### src/rtl/memory_access_controller_pkg.sv
// ============================================================================
// memory_access_controller_pkg
// Shared width, state encoding and timeout helper for the memory access
// controller.
// Revision: 1.0
// ============================================================================
`default_nettype none

package memory_access_controller_pkg;

    localparam int DATA_WIDTH = 16;
    localparam int CNT_WIDTH  = 8;

    typedef enum logic [1:0] {
        MAC_IDLE    = 2'd0,
        MAC_WAIT    = 2'd1,
        MAC_RELEASE = 2'd2
    } mac_state_t;

    // True on the WAIT cycle whose edge brings the count up to the limit.
    // Widened by one bit so a count of 255 can never wrap into a false miss.
    function automatic logic timeout_hit(
        input logic [CNT_WIDTH-1:0] count,
        input logic [CNT_WIDTH-1:0] limit
    );
        return ({1'b0, count} + 9'd1) >= {1'b0, limit};
    endfunction

endpackage

`default_nettype wire

### src/rtl/memory_access_controller.sv
// ============================================================================
// memory_access_controller
// Single-word read/write sequencer with four-phase req/ack handshake and
// timeout on unacknowledged transfers.
// Revision: 1.0
// ============================================================================
`default_nettype none

module memory_access_controller
    import memory_access_controller_pkg::*;
#(
    parameter int TIMEOUT_CYCLES = 15
) (
    input  logic                  clk,
    input  logic                  rst_n,
    input  logic                  i_rd_start,
    input  logic                  i_wr_start,
    input  logic [DATA_WIDTH-1:0] i_addr,
    input  logic [DATA_WIDTH-1:0] i_wdata,
    output logic                  o_busy,
    output logic                  o_done,
    output logic                  o_error,
    output logic [DATA_WIDTH-1:0] o_rdata,
    output logic                  o_mem_req,
    output logic                  o_mem_we,
    output logic [DATA_WIDTH-1:0] o_mem_addr,
    output logic [DATA_WIDTH-1:0] o_mem_wdata,
    input  logic                  i_mem_ack,
    input  logic [DATA_WIDTH-1:0] i_mem_rdata
);

    localparam logic [CNT_WIDTH-1:0] c_timeout = CNT_WIDTH'(TIMEOUT_CYCLES);

    mac_state_t           r_state;
    logic [CNT_WIDTH-1:0] r_count;

    logic w_start;
    logic w_is_write;

    // Read has priority when both starts arrive together.
    assign w_start    = i_rd_start | i_wr_start;
    assign w_is_write = i_wr_start & ~i_rd_start;

    always_ff @(posedge clk or negedge rst_n) begin
        if (!rst_n) begin
            r_state     <= MAC_IDLE;
            r_count     <= '0;
            o_busy      <= 1'b0;
            o_done      <= 1'b0;
            o_error     <= 1'b0;
            o_rdata     <= '0;
            o_mem_req   <= 1'b0;
            o_mem_we    <= 1'b0;
            o_mem_addr  <= '0;
            o_mem_wdata <= '0;
        end else begin
            o_done  <= 1'b0;
            o_error <= 1'b0;

            case (r_state)
                MAC_IDLE: begin
                    // A lingering ack from an abandoned transfer blocks new work.
                    if (w_start && !i_mem_ack) begin
                        o_mem_addr <= i_addr;
                        if (w_is_write) begin
                            o_mem_wdata <= i_wdata;
                        end
                        o_mem_we  <= w_is_write;
                        o_mem_req <= 1'b1;
                        o_busy    <= 1'b1;
                        r_count   <= '0;
                        r_state   <= MAC_WAIT;
                    end
                end

                MAC_WAIT: begin
                    if (i_mem_ack) begin
                        o_mem_req <= 1'b0;
                        if (!o_mem_we) begin
                            o_rdata <= i_mem_rdata;
                        end
                        r_state <= MAC_RELEASE;
                    end else if (timeout_hit(r_count, c_timeout)) begin
                        o_mem_req <= 1'b0;
                        o_error   <= 1'b1;
                        o_busy    <= 1'b0;
                        r_state   <= MAC_IDLE;
                    end else begin
                        r_count <= r_count + 1'b1;
                    end
                end

                MAC_RELEASE: begin
                    o_mem_req <= 1'b0;
                    if (!i_mem_ack) begin
                        o_done  <= 1'b1;
                        o_busy  <= 1'b0;
                        r_state <= MAC_IDLE;
                    end
                end

                default: begin
                    o_mem_req <= 1'b0;
                    o_busy    <= 1'b0;
                    r_state   <= MAC_IDLE;
                end
            endcase
        end
    end

endmodule

`default_nettype wire

### config.mk
export PLATFORM = sky130hd
export DESIGN_NAME = memory_access_controller
export DESIGN_NICKNAME = d
export VERILOG_FILES = /design/src/rtl/memory_access_controller_pkg.sv /design/src/rtl/memory_access_controller.sv
export SDC_FILE = /design/constraint.sdc
export NUM_CORES = 1
export LEC_CHECK = 0
export CAP_MARGIN = 20
export CORE_UTILIZATION = 43
export CTS_CLUSTER_SIZE = 16
export DETAILED_ROUTE_END_ITERATION = 8
export HOLD_SLACK_MARGIN = 0.06
export PLACE_DENSITY = 0.79
export SYNTH_ARGS = -nofsm -noshare
export SYNTH_HDL_FRONTEND = slang
export SYNTH_SLANG_ARGS = --single-unit
export TNS_END_PERCENT = 1
### constraint.sdc
create_clock -name clk -period 2.45 [get_ports clk]
set_clock_uncertainty 0.15 [all_clocks]
set_input_delay 0.49 -clock clk [delete_from_list [all_inputs] [get_ports clk]]
set_output_delay 0.49 -clock clk [all_outputs]
set_load 0.03 [all_outputs]
==> qor.json <==
{
  "portion_of_the_post_synthesis_area_used_by_sequential_elements": 0.599,
  "synth_edf_count": 0,
  "mostFrequentLayoutCell": "sky130_fd_sc_hd__clkdlybuf4s50_1",
  "finish.utilization": 0.681,
  "gr-total-overflow": 0,
  "fp.dieH_um": 80.2,
  "buffer_ports.inserted": 105,
  "r2r-start": "r_count[0]$_DFFE_PN0P_",
  "postSynthNetCount": 274,
  "post_route_cells_drive_above_1_share": 0.100,
  "root_buffer": "sky130_fd_sc_hd__clkbuf_8",
  "final_cell_mix": "sky130_fd_sc_hd__clkdlybuf4s50_1 (104), sky130_fd_sc_hd__dfrtp_1 (63), sky130_fd_sc_hd__nand2_1 (51)",
  "clk_path_buf_depth": 2,
  "area_of_the_core_um2": 5920,
  "gp_congestion": 0.818,
  "synth.distinct_cells": 39,
  "ys_dominant_reg_cell": "sky130_fd_sc_hd__dfrtp_1",
  "timing.critical_path.fanout_max": 7,
  "timing.max_cap.violations": 0,
  "power.static_leakage_nw": 1.76,
  "ff2ff_setup_slack_ps": 190,
  "area_growth_syn_to_layout_pct": 53.2,
  "cts_sinks": 63,
  "wl_per_cell_um": 14.7,
  "cts.htree.levels": 3,
  "worstSetupEndpoint": "r_count[1]$_DFFE_PN0P_",
  "max_freq_mhz": 442,
  "cts_inserted_buffers": 9,
  "worst_slew_margin_rel": 0.680,
  "start_util": 0.444,
  "final_cell_count_no_fill": 415,
  "critical_path.slowest_cell": "sky130_fd_sc_hd__or3_4",
  "worst_hold_slack_ps": 322,
  "setup_viol_count_final": 0,
  "maximum_number_of_pins_on_one_net_before_global_route_repair": 44,
  "grt_setup_unrepaired": "false",
  "first_global_vias": 2006,
  "finalHoldViolations": 0,
  "critical-path-max-stage-delay_ps": 450,
  "synthesis.yosys.warnings": 0,
  "type_of_the_worst_setup_path": "register to register",
  "insertedDiodeCount": 0,
  "setup.worst_path.start": "r_count[0]$_DFFE_PN0P_",
  "clk_transition_reported_paths_ps": 60,
  "post-synth-top-area-cell": "sky130_fd_sc_hd__dfrtp_1",
  "die_ar_um2": 6440,
  "worst_setup_path_start_kind": "register",
  "wirelength_um": 6090,
  "path_cells": "inv_1 -> ha_1 -> o21bai_1 -> a221o_1 -> o311a_1 -> or3_4 -> o31ai_2",
  "clk-insertion-delay-late_ps": 340,
  "first_iter_violations": 135,
  "num_io_pins": 106,
  "horiz_die_dim_um": 80.2,
  "final.min_clock_period_ps": 2260,
  "detail_route.vias_per_cell": 4.87,
  "remaining_drc_errors": 0,
  "finish.net_count": 390,
  "tns_ps": 0,
  "drt-pass1-iter-count": 4,
  "grt_pass1_wl_um": 9740,
  "run_status": "completed",
  "synth_seq_cells": 63,
  "grt_antenna_before_repair": 0,
  "end_kind": "register",
  "routed-via-count": 2019,
  "r2r-end": "r_count[1]$_DFFE_PN0P_",
  "type_of_the_most_critical_hold_path": "register to register",
  "cts_tree": "done",
  "worst_r2r_path_cells": 7,
  "timing.critical_path.arrival_ps": 2360,
  "number_of_buffers_added_for_setup_after_cts": 0,
  "min_from": "o_mem_addr[11]$_DFFE_PN0P_",
  "grt_usage": 0.208,
  "synthArstFlopShare": 1.00,
  "worst_slew_pin_slew_ps": 481,
  "powerDensity_nw_per_um2": 1000,
  "final.period_utilization": 0.923,
  "critPathRequiredTime_ps": 2550,
  "row_count": 28,
  "synthTopCellsByArea": "sky130_fd_sc_hd__dfrtp_1 (60%), sky130_fd_sc_hd__mux2_1 (14%), sky130_fd_sc_hd__nand2_1 (7.3%)",
  "syn_area_per_cell_um2": 12.0,
  "place_inst": 398,
  "final_max_slew_viol_count": 0,
  "netlist.area_leader.share": 0.599,
  "netlist_instances": 219,
  "peak_vdd_ir_mv": 0.698,
  "hpwlAfterDp_um": 4340,
  "route.antenna.remaining_nets": 0,
  "synthesis.area_um2": 2630
}
power by group:
part	total, mW	internal, mW	switching, mW
Combinational	1.70	0.763	0.940
Sequential	1.52	1.34	0.171
Clock	0.817	0.418	0.400
final cells by class:
cell class                 count  area (um2)
tap                           75        93.8
inverter                       3        11.3
multi-input combinational    143        1000
clock buffer                  11         151
timing repair buffer         115        1160
sequential                    63        1580
clock inverter                 5        32.5
fill                         450        1890
Yosys cell counts (all sizes together) (3+ instances only):
master  instances
a21oi           3
a21boi          3
clkbuf          4
inv             3
nand3           3
nor3            4
nor2            9
mux2           33
nand2          52
o211ai          3
dfrtp          63
buf             6
nor3b           7
metrics by stage:
step           setup WS (ps)  power (mW)  instance area (um2)
2_1_floorplan            156        2.41                 2630
3_3_place_gp             133        3.20                 3830
3_5_place_dp            89.9        3.24                 3830
4_1_cts                 46.6        4.08                 4030
5_1_grt                 20.6        4.23                 4030
6_report                 188        4.04                 4030
worst min path at each step:
stage / to / cells past startpoint / slack, ps
2_1_floorplan: o_busy$_DFFE_PN0P_ / 0 / 40
3_3_place_gp: o_mem_addr[11]$_DFFE_PN0P_ / 2 / 310
3_5_place_dp: o_mem_addr[11]$_DFFE_PN0P_ / 2 / 310
4_1_cts: o_mem_addr[11]$_DFFE_PN0P_ / 2 / 330
5_1_grt: o_mem_wdata[11]$_DFFE_PN0P_ / 1 / 350
6_report: o_mem_addr[11]$_DFFE_PN0P_ / 2 / 320
metal layers:
metal | share of wire | global-route usage | vias up
met5 | 0 | 0 | -
met4 | 0.028 | 0.129 | 0
met3 | 0.041 | 0.0420 | 13
met2 | 0.51 | 0.333 | 59
met1 | 0.42 | 0.256 | 966
li1 | - | - | 981
sequential cells by signal (all words and copies together), names as in the netlist, 2 cells and up:
name         cells
o_mem_wdata     16
o_mem_addr      16
r_state          2
o_rdata         16
r_count          8
worst max-delay path, delay by kind of cell, from the launching register on:
kind / cells / cell delay, ps
flops: 1 / 440
fa+ha+maj: 1 / 320
compound gates: 4 / 740
simple gates: 1 / 450
buf+inv: 1 / 70
what timing repair did:
action	4_1_cts	5_1_grt
resized for setup	0	1
hold endpoints to repair	20	0
setup endpoints to repair	0	7
hold buffers	1	0
cell families after synthesis:
kind of cell	Yosys count	synth area share
xor gates and xnor gates	2	0.00666
AOI/OAI and AO/OA	21	0.0623
buffers and inverters	13	0.0247
adders and majority gates	2	0.00951
DFF	63	0.599
and+or+nand+nor	83	0.149
muxes	35	0.149
Power figures use the tool's default switching activity.
